===== src/rtl/pooling_pkg.sv =====
// Shared types, widths and helpers for the pooling row sender.
package pooling_pkg;

  function automatic int logb2(input int n);
    int r;
    r = 0;
    for (int i = 0; i < 31; i++)
      if ((1 << i) < n) r = i + 1;
    return (r < 1) ? 1 : r;
  endfunction

  typedef enum logic {
    FILL,
    SEND
  } state_t;

  localparam int INPUT_SIZE_DEF    = 6;
  localparam int KERNEL_SIZE_DEF   = 2;
  localparam int TOTAL_FEATURE_DEF = 4;

  localparam int ROW_WIDTH     = logb2(INPUT_SIZE_DEF);
  localparam int FEATURE_WIDTH = logb2(TOTAL_FEATURE_DEF);
  localparam int COL_WIDTH     = logb2(INPUT_SIZE_DEF);

endpackage


===== src/rtl/pooling_row_buffer.sv =====
// KERNEL_SIZE x INPUT_SIZE pixel store.
// One pixel written per cycle; one column read combinationally.
module pooling_row_buffer
  import pooling_pkg::*;
#(
  parameter int INPUT_SIZE  = 6,
  parameter int KERNEL_SIZE = 2,
  parameter int DATA_WIDTH  = 16,
  localparam int RW = logb2(KERNEL_SIZE),
  localparam int CW = logb2(INPUT_SIZE)
) (
  input  logic                            clk,
  input  logic                            wr_en,
  input  logic [RW-1:0]                   wr_row,
  input  logic [CW-1:0]                   wr_col,
  input  logic [DATA_WIDTH-1:0]           wr_data,
  input  logic [CW-1:0]                   rd_col,
  output logic [KERNEL_SIZE*DATA_WIDTH-1:0] rd_data
);

  logic [DATA_WIDTH-1:0] mem_q [KERNEL_SIZE][INPUT_SIZE];
  logic [DATA_WIDTH-1:0] mem_d [KERNEL_SIZE][INPUT_SIZE];

  always_comb begin
    mem_d = mem_q;
    if (wr_en) mem_d[wr_row][wr_col] = wr_data;
  end

  always_ff @(posedge clk) begin
    mem_q <= mem_d;
  end

  // Row 0 lands in the least significant lane.
  always_comb begin
    rd_data = '0;
    for (int k = 0; k < KERNEL_SIZE; k++)
      rd_data[k*DATA_WIDTH +: DATA_WIDTH] = mem_q[k][rd_col];
  end

endmodule


===== src/rtl/pooling_row_sender.sv =====
// Buffers KERNEL_SIZE rows of a feature map and replays them
// as tagged column slices for the pooling channel.
module pooling_row_sender
  import pooling_pkg::*;
#(
  parameter int INPUT_SIZE    = 6,
  parameter int KERNEL_SIZE   = 2,
  parameter int TOTAL_FEATURE = 4,
  parameter int DATA_WIDTH    = 16
) (
  input  logic                              clk,
  input  logic                              rst,
  input  logic                              in_valid,
  input  logic [DATA_WIDTH-1:0]             in_data,
  output logic                              in_ready,
  output logic                              out_valid,
  output logic [KERNEL_SIZE*DATA_WIDTH-1:0] data_out,
  output logic [logb2(TOTAL_FEATURE)-1:0]   feature_idx,
  output logic [logb2(INPUT_SIZE)-1:0]      feature_row,
  output logic                              frame_done
);

  localparam int CW = logb2(INPUT_SIZE);
  localparam int RW = logb2(KERNEL_SIZE);
  localparam int FW = logb2(TOTAL_FEATURE);
  localparam int OW = KERNEL_SIZE * DATA_WIDTH;

  localparam logic [CW-1:0] COL_LAST  = CW'(INPUT_SIZE - 1);
  localparam logic [RW-1:0] ROW_LAST  = RW'(KERNEL_SIZE - 1);
  localparam logic [CW-1:0] GRP_LAST  = CW'(INPUT_SIZE - KERNEL_SIZE);
  localparam logic [CW-1:0] GRP_STEP  = CW'(KERNEL_SIZE);
  localparam logic [FW-1:0] FEAT_LAST = FW'(TOTAL_FEATURE - 1);

  if (INPUT_SIZE % KERNEL_SIZE != 0) begin : g_bad_size
    $error("INPUT_SIZE must be a multiple of KERNEL_SIZE");
  end
  if (INPUT_SIZE < 2 || KERNEL_SIZE < 1) begin : g_bad_dims
    $error("INPUT_SIZE must be >= 2 and KERNEL_SIZE >= 1");
  end

  state_t          state_q, state_d;
  logic [RW-1:0]   wr_row_q, wr_row_d;
  logic [CW-1:0]   wr_col_q, wr_col_d;
  logic [CW-1:0]   rd_col_q, rd_col_d;
  logic [CW-1:0]   grp_row_q, grp_row_d;
  logic [FW-1:0]   grp_feature_q, grp_feature_d;
  logic            out_valid_q, out_valid_d;
  logic [OW-1:0]   data_out_q, data_out_d;
  logic [FW-1:0]   feature_idx_q, feature_idx_d;
  logic [CW-1:0]   feature_row_q, feature_row_d;
  logic            frame_done_q, frame_done_d;
  logic            wr_en;
  logic            load;
  logic [OW-1:0]   col_data;

  assign in_ready    = (state_q == FILL);
  assign wr_en       = in_ready && in_valid;
  assign out_valid   = out_valid_q;
  assign data_out    = data_out_q;
  assign feature_idx = feature_idx_q;
  assign feature_row = feature_row_q;
  assign frame_done  = frame_done_q;

  pooling_row_buffer #(
    .INPUT_SIZE  (INPUT_SIZE),
    .KERNEL_SIZE (KERNEL_SIZE),
    .DATA_WIDTH  (DATA_WIDTH)
  ) u_buf (
    .clk     (clk),
    .wr_en   (wr_en),
    .wr_row  (wr_row_q),
    .wr_col  (wr_col_q),
    .wr_data (in_data),
    .rd_col  (rd_col_d),
    .rd_data (col_data)
  );

  always_comb begin
    state_d       = state_q;
    wr_row_d      = wr_row_q;
    wr_col_d      = wr_col_q;
    rd_col_d      = rd_col_q;
    grp_row_d     = grp_row_q;
    grp_feature_d = grp_feature_q;
    out_valid_d   = 1'b0;
    data_out_d    = data_out_q;
    feature_idx_d = feature_idx_q;
    feature_row_d = feature_row_q;
    frame_done_d  = 1'b0;
    load          = 1'b0;
    unique case (state_q)
      FILL: begin
        if (wr_en) begin
          if (wr_col_q == COL_LAST) begin
            wr_col_d = '0;
            if (wr_row_q == ROW_LAST) begin
              wr_row_d = '0;
              rd_col_d = '0;
              state_d  = SEND;
              load     = 1'b1;
            end else begin
              wr_row_d = wr_row_q + 1'b1;
            end
          end else begin
            wr_col_d = wr_col_q + 1'b1;
          end
        end
      end
      SEND: begin
        // rd_col_q is the column currently on the output.
        if (rd_col_q == COL_LAST) begin
          rd_col_d = '0;
          state_d  = FILL;
          if (grp_row_q == GRP_LAST) begin
            grp_row_d = '0;
            if (grp_feature_q == FEAT_LAST)
              grp_feature_d = '0;
            else
              grp_feature_d = grp_feature_q + 1'b1;
          end else begin
            grp_row_d = grp_row_q + GRP_STEP;
          end
        end else begin
          rd_col_d = rd_col_q + 1'b1;
          load     = 1'b1;
        end
      end
      default: state_d = FILL;
    endcase
    if (load) begin
      out_valid_d   = 1'b1;
      data_out_d    = col_data;
      feature_idx_d = grp_feature_q;
      feature_row_d = grp_row_q;
      frame_done_d  = (rd_col_d == COL_LAST) &&
                      (grp_row_q == GRP_LAST) &&
                      (grp_feature_q == FEAT_LAST);
    end
  end

  always_ff @(posedge clk) begin
    if (rst) begin
      state_q       <= FILL;
      wr_row_q      <= '0;
      wr_col_q      <= '0;
      rd_col_q      <= '0;
      grp_row_q     <= '0;
      grp_feature_q <= '0;
      out_valid_q   <= 1'b0;
      data_out_q    <= '0;
      feature_idx_q <= '0;
      feature_row_q <= '0;
      frame_done_q  <= 1'b0;
    end else begin
      state_q       <= state_d;
      wr_row_q      <= wr_row_d;
      wr_col_q      <= wr_col_d;
      rd_col_q      <= rd_col_d;
      grp_row_q     <= grp_row_d;
      grp_feature_q <= grp_feature_d;
      out_valid_q   <= out_valid_d;
      data_out_q    <= data_out_d;
      feature_idx_q <= feature_idx_d;
      feature_row_q <= feature_row_d;
      frame_done_q  <= frame_done_d;
    end
  end

endmodule


===== config.mk =====
export PLATFORM = sky130hd
export DESIGN_NAME = pooling_row_sender
export DESIGN_NICKNAME = d
export VERILOG_FILES = /design/src/rtl/pooling_pkg.sv /design/src/rtl/pooling_row_buffer.sv /design/src/rtl/pooling_row_sender.sv
export SDC_FILE = /design/constraint.sdc
export NUM_CORES = 1
export LEC_CHECK = 0
export BUFFER_PORTS_ARGS = -buffer_cell sky130_fd_sc_hd__buf_4
export CORE_ASPECT_RATIO = 1.25
export CORE_MARGIN = 2
export CORE_UTILIZATION = 50
export CTS_CLUSTER_SIZE = 14
export DETAILED_ROUTE_END_ITERATION = 7
export PLACE_DENSITY_LB_ADDON = 0.3
export SYNTH_ARGS = -nofsm -noshare
export SYNTH_HDL_FRONTEND = slang
export SYNTH_SLANG_ARGS = --single-unit

===== constraint.sdc =====
create_clock -name clk -period 4.3 [get_ports clk]
set_input_delay 0.86 -clock clk [delete_from_list [all_inputs] [get_ports clk]]
set_output_delay 0.86 -clock clk [all_outputs]
set_load 0.01 [all_outputs]

==> results of run 1 <==
## flip-flops by register name, summed over array words and instances (netlist names)
| register | flops |
|---|---|
| grp_feature_q | 2 |
| wr_col_q | 3 |
| feature_row | 2 |
| data_out | 32 |
| state_q | 1 |
| feature_idx | 2 |
| grp_row_q | 2 |
| u_buf.mem_q | 192 |
| rd_col_q | 3 |
| wr_row_q | 1 |
| frame_done | 1 |
## cell usage after synthesis (2+ instances only)
cell	number	share of area
edfxtp_1	192	0.55
mux2_2	94	0.10
nand2_1	81	0.029
nor2_1	53	0.019
dfxtp_1	49	0.094
clkbuf_1	33	0.012
a311oi_1	32	0.027
o221ai_1	32	0.027
o32a_1	31	0.030
o21ai_0	30	0.014
o311ai_1	30	0.025
buf_2	20	0.0096
a21oi_1	12	0.0058
buf_4	9	0.0065
nor3_1	8	0.0038
ha_1	4	0.0048
inv_1	4	0.0014
mux2i_1	3	0.0029
nand2b_1	3	0.0018
or3_1	3	0.0018
and3_1	2	0.0012
clkbuf_2	2	0.00096
nand3_1	2	0.00096
nand3b_1	2	0.0014
nand4_1	2	0.0012
nor2b_1	2	0.0012
o21ai_1	2	0.00096
o311ai_0	2	0.0017
## per-stage QoR
step / power [uW] / hold WS [ps] / cell area [um2]
3_5_place_dp: 2710 / 446 / 11100
2_1_floorplan: 2650 / 453 / 10400
4_1_cts: 4680 / 453 / 11800
3_3_place_gp: 2700 / 442 / 11100
6_report: 4660 / 457 / 11800
5_1_grt: 4780 / 486 / 11800
## cell type report
cell class / count / area, um2 / share of cell area
clock buffers: 36 / 694 / 0.0586
clock inverters: 5 / 53.8 / 0.00454
inverters: 5 / 18.8 / 0.00158
multi-input cells: 448 / 3370 / 0.285
flip-flops and latches: 241 / 6750 / 0.570
well taps: 274 / 343 / 0.0289
repair buffers: 82 / 616 / 0.0520
## path summary, 6_finish.rpt
check,cells after the start,to,from
worst max-delay path,7,data_out[2]$_SDFFE_PP0P_,state_q$_SDFF_PP0_
worst min-delay path,2,feature_row[1]$_SDFFE_PP0P_,feature_row[1]$_SDFFE_PP0P_
worst max register to register,7,data_out[2]$_SDFFE_PP0P_,state_q$_SDFF_PP0_
worst min register to register,2,feature_row[1]$_SDFFE_PP0P_,feature_row[1]$_SDFFE_PP0P_
## power groups by stage
stage          sequential [uW]  clock, uW  combinational [uW]
2_1_floorplan             2600          0                44.2
3_3_place_gp              2600          0                97.9
3_5_place_dp              2610          0                 102
4_1_cts                   2550       2030                 103
5_1_grt                   2560       2110                 111
6_report                  2560       2000                 102
## worst register-to-register path, delay by kind of cell (launching register included)
family                 cells  cell delay, ps
flip-flops                 1             760
AO/OA/AOI/OAI              3             930
AND/OR/NAND/NOR            1             110
buffers and inverters      3            1250
## logic make-up after synthesis
logic type,share of synthesized area
AND/OR/NAND/NOR,0.0708
adder cells (fa/ha/maj),0.00481
XOR/XNOR,0.00168
buffers and inverters,0.0319
other,0.000360
flip-flops,0.649
multiplexers,0.105
AO/OA/AOI/OAI,0.137
## per-layer routing
metal	GRT usage	wire length, um
met1	0.283	10200
met2	0.457	14300
met3	0.0363	1840
met4	0.124	1110
met5	0	0
==> flow_summary.toml, run 1 <==
[run_status]
outcome = "finished clean"

[timing]
slew_violations = 0
setup-tns-final_ps = 0
finalCritPeriodShare = 0.736
min_period_ps = 3160
worstMarginPinSlew_ps = 890
setup_viol = 0
setup_ws_ps = 1140
hold_violations = 0
fmax_mhz = 316
slew_headroom = 0.406
clock_skew_ps = 12.1
rsz0062_at_grt = "no"

[worst_setup_path]
path_cells = "buf_4 > nor3_2 > buf_4 > a21oi_2 > buf_4 > o21ai_0 > a311oi_1"
cpPeakStageDelay_ps = 760
worstSetupPathType = "flip-flop to flip-flop"
crit_path_top_delay_cell = "dfxtp_4"
reg2reg_slack_ps = 1140
arrival_ps = 3560
worst_setup_path_end_kind = "flip-flop"
crit_path_frequent_cell = "buf_4"
critPathRequiredTime_ps = 4690
crit_path_max_fanout = 44
critical_path.top_delay_family = "buffers and inverters"
start_kind = "flip-flop"
crit_buf_inv = 3

[synthesis]
ys_ff_latch = 241
synth-edff-count = 192
yosysUniqueCellTypes = 48
synth_warnings = 0
synthCells = 759
syn_area_per_cell_um2 = 13.7
yosysSeqAreaShare = 0.649
syn_nets = 782
async_flop_share = 0
synth_ff_type = "edfxtp_1"
syn_area_um2 = 10400

[clock_tree]
path_clk_slew_ps = 60
cts_setup_buffers = 0
cts_hold_buf = 0
cts_resized = 0
cts_buffers = 23
ctsHtreeMaxLevel = 1
cts_buffer_depth = 3
cts_tree = "built"
insertion_delay_ps = 510
cts_root_buf = "clkbuf_16"
cts.sinks = 241

[floorplanning]
core-area_um2 = 20600
die_h_um = 165
rows = 59
die_width_um = 133
io_pins = 59
die-area_um2 = 22000
start_util = 0.505

[worst_hold_path]
hp-class = "flip-flop to flip-flop"

[drt]
drtIter0Drc = 708
postRouteAntennaNets = 0
viasPerCell = 6.40
via_count = 6979
dr.pass1.iters = 5
drcViolationCount = 0
wl_per_cell_um = 25.2
drt_wl_total_um = 27500

[final_layout]
syn_to_final_growth_pct = 13.9
fillCellCount = 1609
fin_nets = 824
drive_above_1_share = 0.280
final_cells = 1091
fin_util = 0.575
final_common_cell = "edfxtp_1"
antenna_cells = 0
mostFrequentLayoutCells = "edfxtp_1, mux2_2, buf_4"

[global_route]
grt_pass1_wl_um = 41500
grt_pass1_vias = 7412
overflow = 0
track_usage = 0.248
grt_max_degree = 49
antenna_found_initial = 0

[power]
p_int_uw = 3740
p_switching_uw = 915
clockPowerShare = 0.430
vdd_drop_max_mv = 0.302
pwr-share-comb = 0.022
power.share.switching = 0.196
pwr-share-seq = 0.548
total_leakage_power_uw = 0.00400
power.density_nw_per_um2 = 393

[placed_design]
hpwl_um = 15600
pre_cts_ws_ps = 1250
gp_congestion = 0.802
post-place-cells = 1050
io_buffers = 57

[run]
maxCapViolations = 0
Note: power is estimated with default switching activity, not from simulation.
==> inputs of run 2 (changes only) <==
==> constraint.sdc (replaced) <==
create_clock -name clk -period 2.68 [get_ports clk]
set_input_delay 0.536 -clock clk [delete_from_list [all_inputs] [get_ports clk]]
set_output_delay 0.536 -clock clk [all_outputs]
set_load 0.01 [all_outputs]
==> run 2 against run 1 <==
Register-to-register slack worse by 600 ps. Routed wire length decreased by 1.6%. Sequential share of layout area shrank 0.72 points. Clock power grew 67%. Combinational power increased by 64%. Sequential cell count unchanged. Sequential power rose by 60%. Utilization rose by 0.74 points. Power up 63%. Count of clock-buffer cells in the layout fell by 5. Highest routed layer unchanged.
==> flow_summary.toml, run 2 (synthesis gave the netlist of run 1 again) <==
[final_layout]
final_cells = 1100
multi_input_area_um2 = 3380
fin_area_um2 = 12000
top_register = "u_buf.mem_q"
syn_to_final_growth_pct = 15.3
fillCellCount = 1604
largest_register_ffs = 192
regArea_um2 = 6750
drive_above_1_share = 0.281
mostFrequentLayoutCells = "edfxtp_1, mux2_2, buf_4"
antenna_cells = 0
fin_nets = 831
final_common_cell = "edfxtp_1"

[floorplanning]
rows = 59
die_h_um = 165
die-area_um2 = 22000
start_util = 0.505
io_pins = 59
core-area_um2 = 20600
die_width_um = 133

[drt]
via_count = 7069
drcViolationCount = 0
drt_wl_total_um = 27000
dr.pass1.iters = 5
wl_per_cell_um = 24.6
postRouteAntennaNets = 0
viasPerCell = 6.43
drtIter0Drc = 738

[timing]
fmax_mhz = 465
min_period_ps = 2150
clock_skew_ps = 11.3
hold_violations = 0
slew_headroom = 0.485
setup_ws_ps = 531
setup-tns-final_ps = 0
setup_viol = 0
rsz0062_at_grt = "no"
worstMarginPinSlew_ps = 772
finalCritPeriodShare = 0.802
slew_violations = 0

[worst_setup_path]
crit_path_top_delay_cell = "dfxtp_1"
cpPeakStageDelay_ps = 610
start_kind = "flip-flop"
path_cells = "nand2_2 > nor3_2 > a21o_1 > buf_4 > nor2_1 > a311oi_1"
crit_path_max_fanout = 25
critPathRequiredTime_ps = 3100
arrival_ps = 2560
crit_buf_inv = 1
critical_path.top_delay_family = "simple AND/OR/NAND/NOR gates"
worstSetupPathType = "flip-flop to flip-flop"
worst_setup_path_end_kind = "flip-flop"

[power]
vdd_drop_max_mv = 0.914
total_leakage_power_uw = 0.00406
power.density_nw_per_um2 = 634

[placed_design]
post-place-cells = 1056
hpwl_um = 15900
io_buffers = 57
gp_congestion = 0.812
post_dp_cell_area_um2 = 11200
pre_cts_ws_ps = 555

[clock_tree]
cts.sinks = 241
ctsHtreeMaxLevel = 1
insertion_delay_ps = 520
path_clk_slew_ps = 60
cts_buffers = 24
cts_buffer_depth = 3
cts_hold_buf = 0
cts_setup_buffers = 0
cts_resized = 0
cts_root_buf = "clkbuf_16"
cts_tree = "built"

[global_route]
overflow = 0
antenna_found_initial = 0
grt_max_degree = 49
grt_pass1_vias = 7236
grt_pass1_wl_um = 41000
track_usage = 0.246

[run_status]
outcome = "finished clean"

[run]
maxCapViolations = 0

[worst_hold_path]
hp-class = "input port to flip-flop"
==> run 2: cell count changes in the layout (fill, tap and decap cells not counted), moves of 2 or more <==
cell,before,now
clkbuf_8,7,1
buf_12,0,5
clkinv_1,0,5
bufinv_16,1,3
==> run 2: worst paths after layout <==
check / slack (ps) / end / start / cells after the start
worst max-delay path: 530 / data_out[16]$_SDFFE_PP0P_ / wr_row_q$_SDFFE_PP0P_ / 6
worst min-delay path: 310 / u_buf.mem_q[120]$_DFFE_PP_ / in_data[8] / 1
worst max register to register: 530 / data_out[16]$_SDFFE_PP0P_ / wr_row_q$_SDFFE_PP0P_ / 6
worst min register to register: 460 / feature_idx[1]$_SDFFE_PP0P_ / feature_idx[1]$_SDFFE_PP0P_ / 2
==> run 2: report_power, final <==
part	switching (uW)	internal [uW]
sequential	19.3	4080
combinational	115	51.3
clock	1370	1970
==> run 2: stage by stage <==
stage | hold WS [ps] | utilization | power (uW)
final | 313 | 0.583 | 7610
after global routing | 310 | 0.583 | 7780
after CTS | 301 | 0.583 | 7640
after detailed placement | 447 | 0.544 | 4350
after global placement | 443 | 0.544 | 4340
after floorplan | 453 | - | 4250
==> run 2: layout make-up <==
| cell class | instances | share of cell area |
|---|---|---|
| clock buffers | 31 | 0.0531 |
| clock inverters | 13 | 0.0124 |
| inverters | 5 | 0.00156 |
| multi-input cells | 448 | 0.281 |
| flip-flops and latches | 241 | 0.563 |
| well taps | 274 | 0.0286 |
| repair buffers | 88 | 0.0603 |
==> run 2: worst reg2reg max path, stage by stage, from the launching register on <==
cell      delay [ps]
dfxtp_1          610
nand2_2          210
nor3_2           320
a21o_1           140
buf_4            350
nor2_1           120
a311oi_1         290
==> run 2: per-layer routing <==
layer | up-vias | track usage | routed length, um
li1 | 3098 | - | -
met3 | 58 | 0.0314 | 2010
met4 | 0 | 0.106 | 894
met5 | - | 0 | 0
met1 | 3532 | 0.305 | 10100
met2 | 381 | 0.435 | 14000
==> inputs of run 3 (changes only) <==
--- a/config.mk
+++ b/config.mk
@@ -5,6 +5,7 @@
 export SDC_FILE = /design/constraint.sdc
 export NUM_CORES = 1
 export LEC_CHECK = 0
+export ABC_AREA = 1
 export BUFFER_PORTS_ARGS = -buffer_cell sky130_fd_sc_hd__buf_4
 export CORE_ASPECT_RATIO = 1.25
 export CORE_MARGIN = 2
==> constraint.sdc (replaced) <==
create_clock -name clk -period 2 [get_ports clk]
set_input_delay 0.4 -clock clk [delete_from_list [all_inputs] [get_ports clk]]
set_output_delay 0.4 -clock clk [all_outputs]
set_load 0.01 [all_outputs]
==> run 3 against run 2 <==
Fmax rose by 20%. Clock skew fell by 3.2 ps. Synthesized area fell by 3.3%. Critical path depth rose by 5. Cell area fell by 2.9%. Combinational power rose by 44%. Final cell count rose by 21%. Synthesized cell count rose by 29%.
==> flow_summary.toml, run 3 <==
[power]
vdd_drop_max_mv = 0.530
p_total_uw = 9770
total_leakage_power_uw = 0.00504
power.density_nw_per_um2 = 838

[synthesis]
syn_area_per_cell_um2 = 10.3
yosysUniqueCellTypes = 26
async_flop_share = 0
syn_nets = 1004
synthCells = 981
syn_area_um2 = 10100
yosysTopAreaCell = "edfxtp_1"
synth_ff_type = "edfxtp_1"
synth-edff-count = 192
synth_warnings = 0
ys_ff_latch = 241
synthTopCellsByArea = "edfxtp_1, dfxtp_1, nand3_1"
yosysSeqAreaShare = 0.671
synthTopCellsByCount = "nand2_1, edfxtp_1, nand3_1"
yosys.area.top_type_share = 0.573
synth.most_common_cell = "nand2_1"

[worst_hold_path]
min_from = "rst"
hp-class = "input port to flip-flop"

[drt]
viasPerCell = 5.19
wl_per_cell_um = 17.3
drt_wl_total_um = 22900
drtIter0Drc = 491
via_count = 6891
dr.pass1.iters = 5
postRouteAntennaNets = 0
drcViolationCount = 0

[worst_setup_path]
crit_start = "wr_col_q[2]$_SDFFE_PP0P_"
arrival_ps = 2220
crit_path_top_delay_cell = "dfxtp_1"
cpPeakStageDelay_ps = 370
critPathRequiredTime_ps = 2430
crit_path_frequent_cell = "nand2_1"
crit_path_max_fanout = 50
worst_setup_path_end_kind = "flip-flop"
start_kind = "flip-flop"
path_cells = "inv_1 > nor2_1 > nand2_4 > nand2_4 > nand2_2 > buf_12 > nand2_1 > nand3_1 > nand2_1 > nand2_1 > a21oi_1"
r2r_start = "wr_col_q[2]$_SDFFE_PP0P_"
worstSetupPathType = "flip-flop to flip-flop"

[floorplanning]
die_width_um = 131
io_pins = 59
die-area_um2 = 21300
rows = 58
start_util = 0.504
core-area_um2 = 20000
die_h_um = 163

[clock_tree]
cts_root_buf = "clkbuf_16"
insertion_delay_ps = 500
cts_tree = "built"
path_clk_slew_ps = 60
cts_buffers = 23
cts_buffer_depth = 3
cts_hold_buf = 0
cts.sinks = 241
ctsHtreeMaxLevel = 1

[timing]
hold_ws_ps = 138
min_period_ps = 1790
rsz0062_at_grt = "no"
finalCritPeriodShare = 0.896
setup_viol = 0
setup-tns-final_ps = 0
fmax_mhz = 558
clock_skew_ps = 8.10
hold_violations = 0
slew_violations = 0

[final_layout]
syn_to_final_growth_pct = 15.9
mostFrequentLayoutCells = "nand2_1, edfxtp_1, nand3_1"
fillCellCount = 1647
top_register = "u_buf.mem_q"
final_common_cell = "nand2_1"
fin_nets = 1066
antenna_cells = 0
multi_input_area_um2 = 2450
fin_area_um2 = 11700
regArea_um2 = 6750
largest_register_ffs = 192
drive_above_1_share = 0.131
fin_util = 0.584

[global_route]
grt_pass1_vias = 6747
grt_max_degree = 60
grt_pass1_wl_um = 35900
antenna_found_initial = 0
track_usage = 0.222
overflow = 0

[placed_design]
post_dp_cell_area_um2 = 11000
gp_congestion = 0.812
hpwl_um = 13500
io_buffers = 57

[run_status]
outcome = "finished clean"

[run]
maxCapViolations = 0
==> run 3: cell types whose count changed after synthesis, sizes merged, moves of 10 or more <==
| cell | before | now |
|---|---|---|
| o21ai | 32 | 42 |
| o221ai | 32 | 0 |
| o32a | 31 | 0 |
| clkbuf | 35 | 19 |
| inv | 5 | 152 |
| o311ai | 33 | 0 |
| nand3 | 2 | 164 |
| nor2 | 53 | 31 |
| a311oi | 32 | 0 |
| nand2 | 83 | 213 |
| a21oi | 14 | 75 |
| mux2 | 94 | 0 |
==> run 3: cell families (layout without fill, tap and decap cells) <==
logic type,count (synthesis),count (layout),share of synthesized area
AOI/OAI and AO/OA,118,118,0.0611
adders and majority gates,4,4,0.00498
buffers and inverters,207,285,0.0863
DFF,241,241,0.671
other,1,1,0.000373
and+or+nand+nor,410,410,0.177
==> run 3: cell type report <==
class,instances,area share
clock inverters,9,0.00633
clock buffers,32,0.0531
repair buffers,92,0.0735
multi-input cells,533,0.210
inverters,152,0.0489
flip-flops and latches,241,0.579
well taps,270,0.0290
==> run 3: final timing paths <==
path	end	slack (ps)	cells after the start
hold reg to reg	feature_idx[1]$_SDFFE_PP0P_	480	2
setup / recovery	data_out[7]$_SDFFE_PP0P_	210	11
hold / removal	wr_col_q[1]$_SDFFE_PP0P_	140	2
setup reg to reg	data_out[7]$_SDFFE_PP0P_	210	11
==> run 3: critical path, delay by kind of cell (launching register included) <==
family / cells / cell delay [ps]
and+or+nand+nor: 8 / 890
DFF: 1 / 370
buffers and inverters: 2 / 290
AOI/OAI and AO/OA: 1 / 140
==> run 3: power by group <==
part / switching, uW / total [uW] / internal [uW]
clock network: 1760 / 4050 / 2300
logic: 166 / 241 / 74.8
registers: 12.2 / 5470 / 5460
total: 1930 / 9770 / 7830
==> run 3: through the flow <==
| step | setup WS (ps) | cells |
|---|---|---|
| after floorplan | -11.5 | 981 |
| after global placement | 214 | 1288 |
| after detailed placement | 199 | 1288 |
| after CTS | 161 | 1329 |
| after global routing | 30.1 | 1329 |
| final | 208 | 1329 |
==> run 3: per-layer routing <==
metal | up-vias | share of wire | GRT usage
met5 | - | 0 | 0
met4 | 0 | 0.030 | 0.0812
met3 | 44 | 0.055 | 0.0279
met2 | 187 | 0.50 | 0.383
met1 | 3291 | 0.41 | 0.288
li1 | 3369 | - | -
==> run 3: timing repair <==
item	CTS	global route
setup endpoints to repair	0	6
gates resized for setup	0	1
setup buffers	0	0
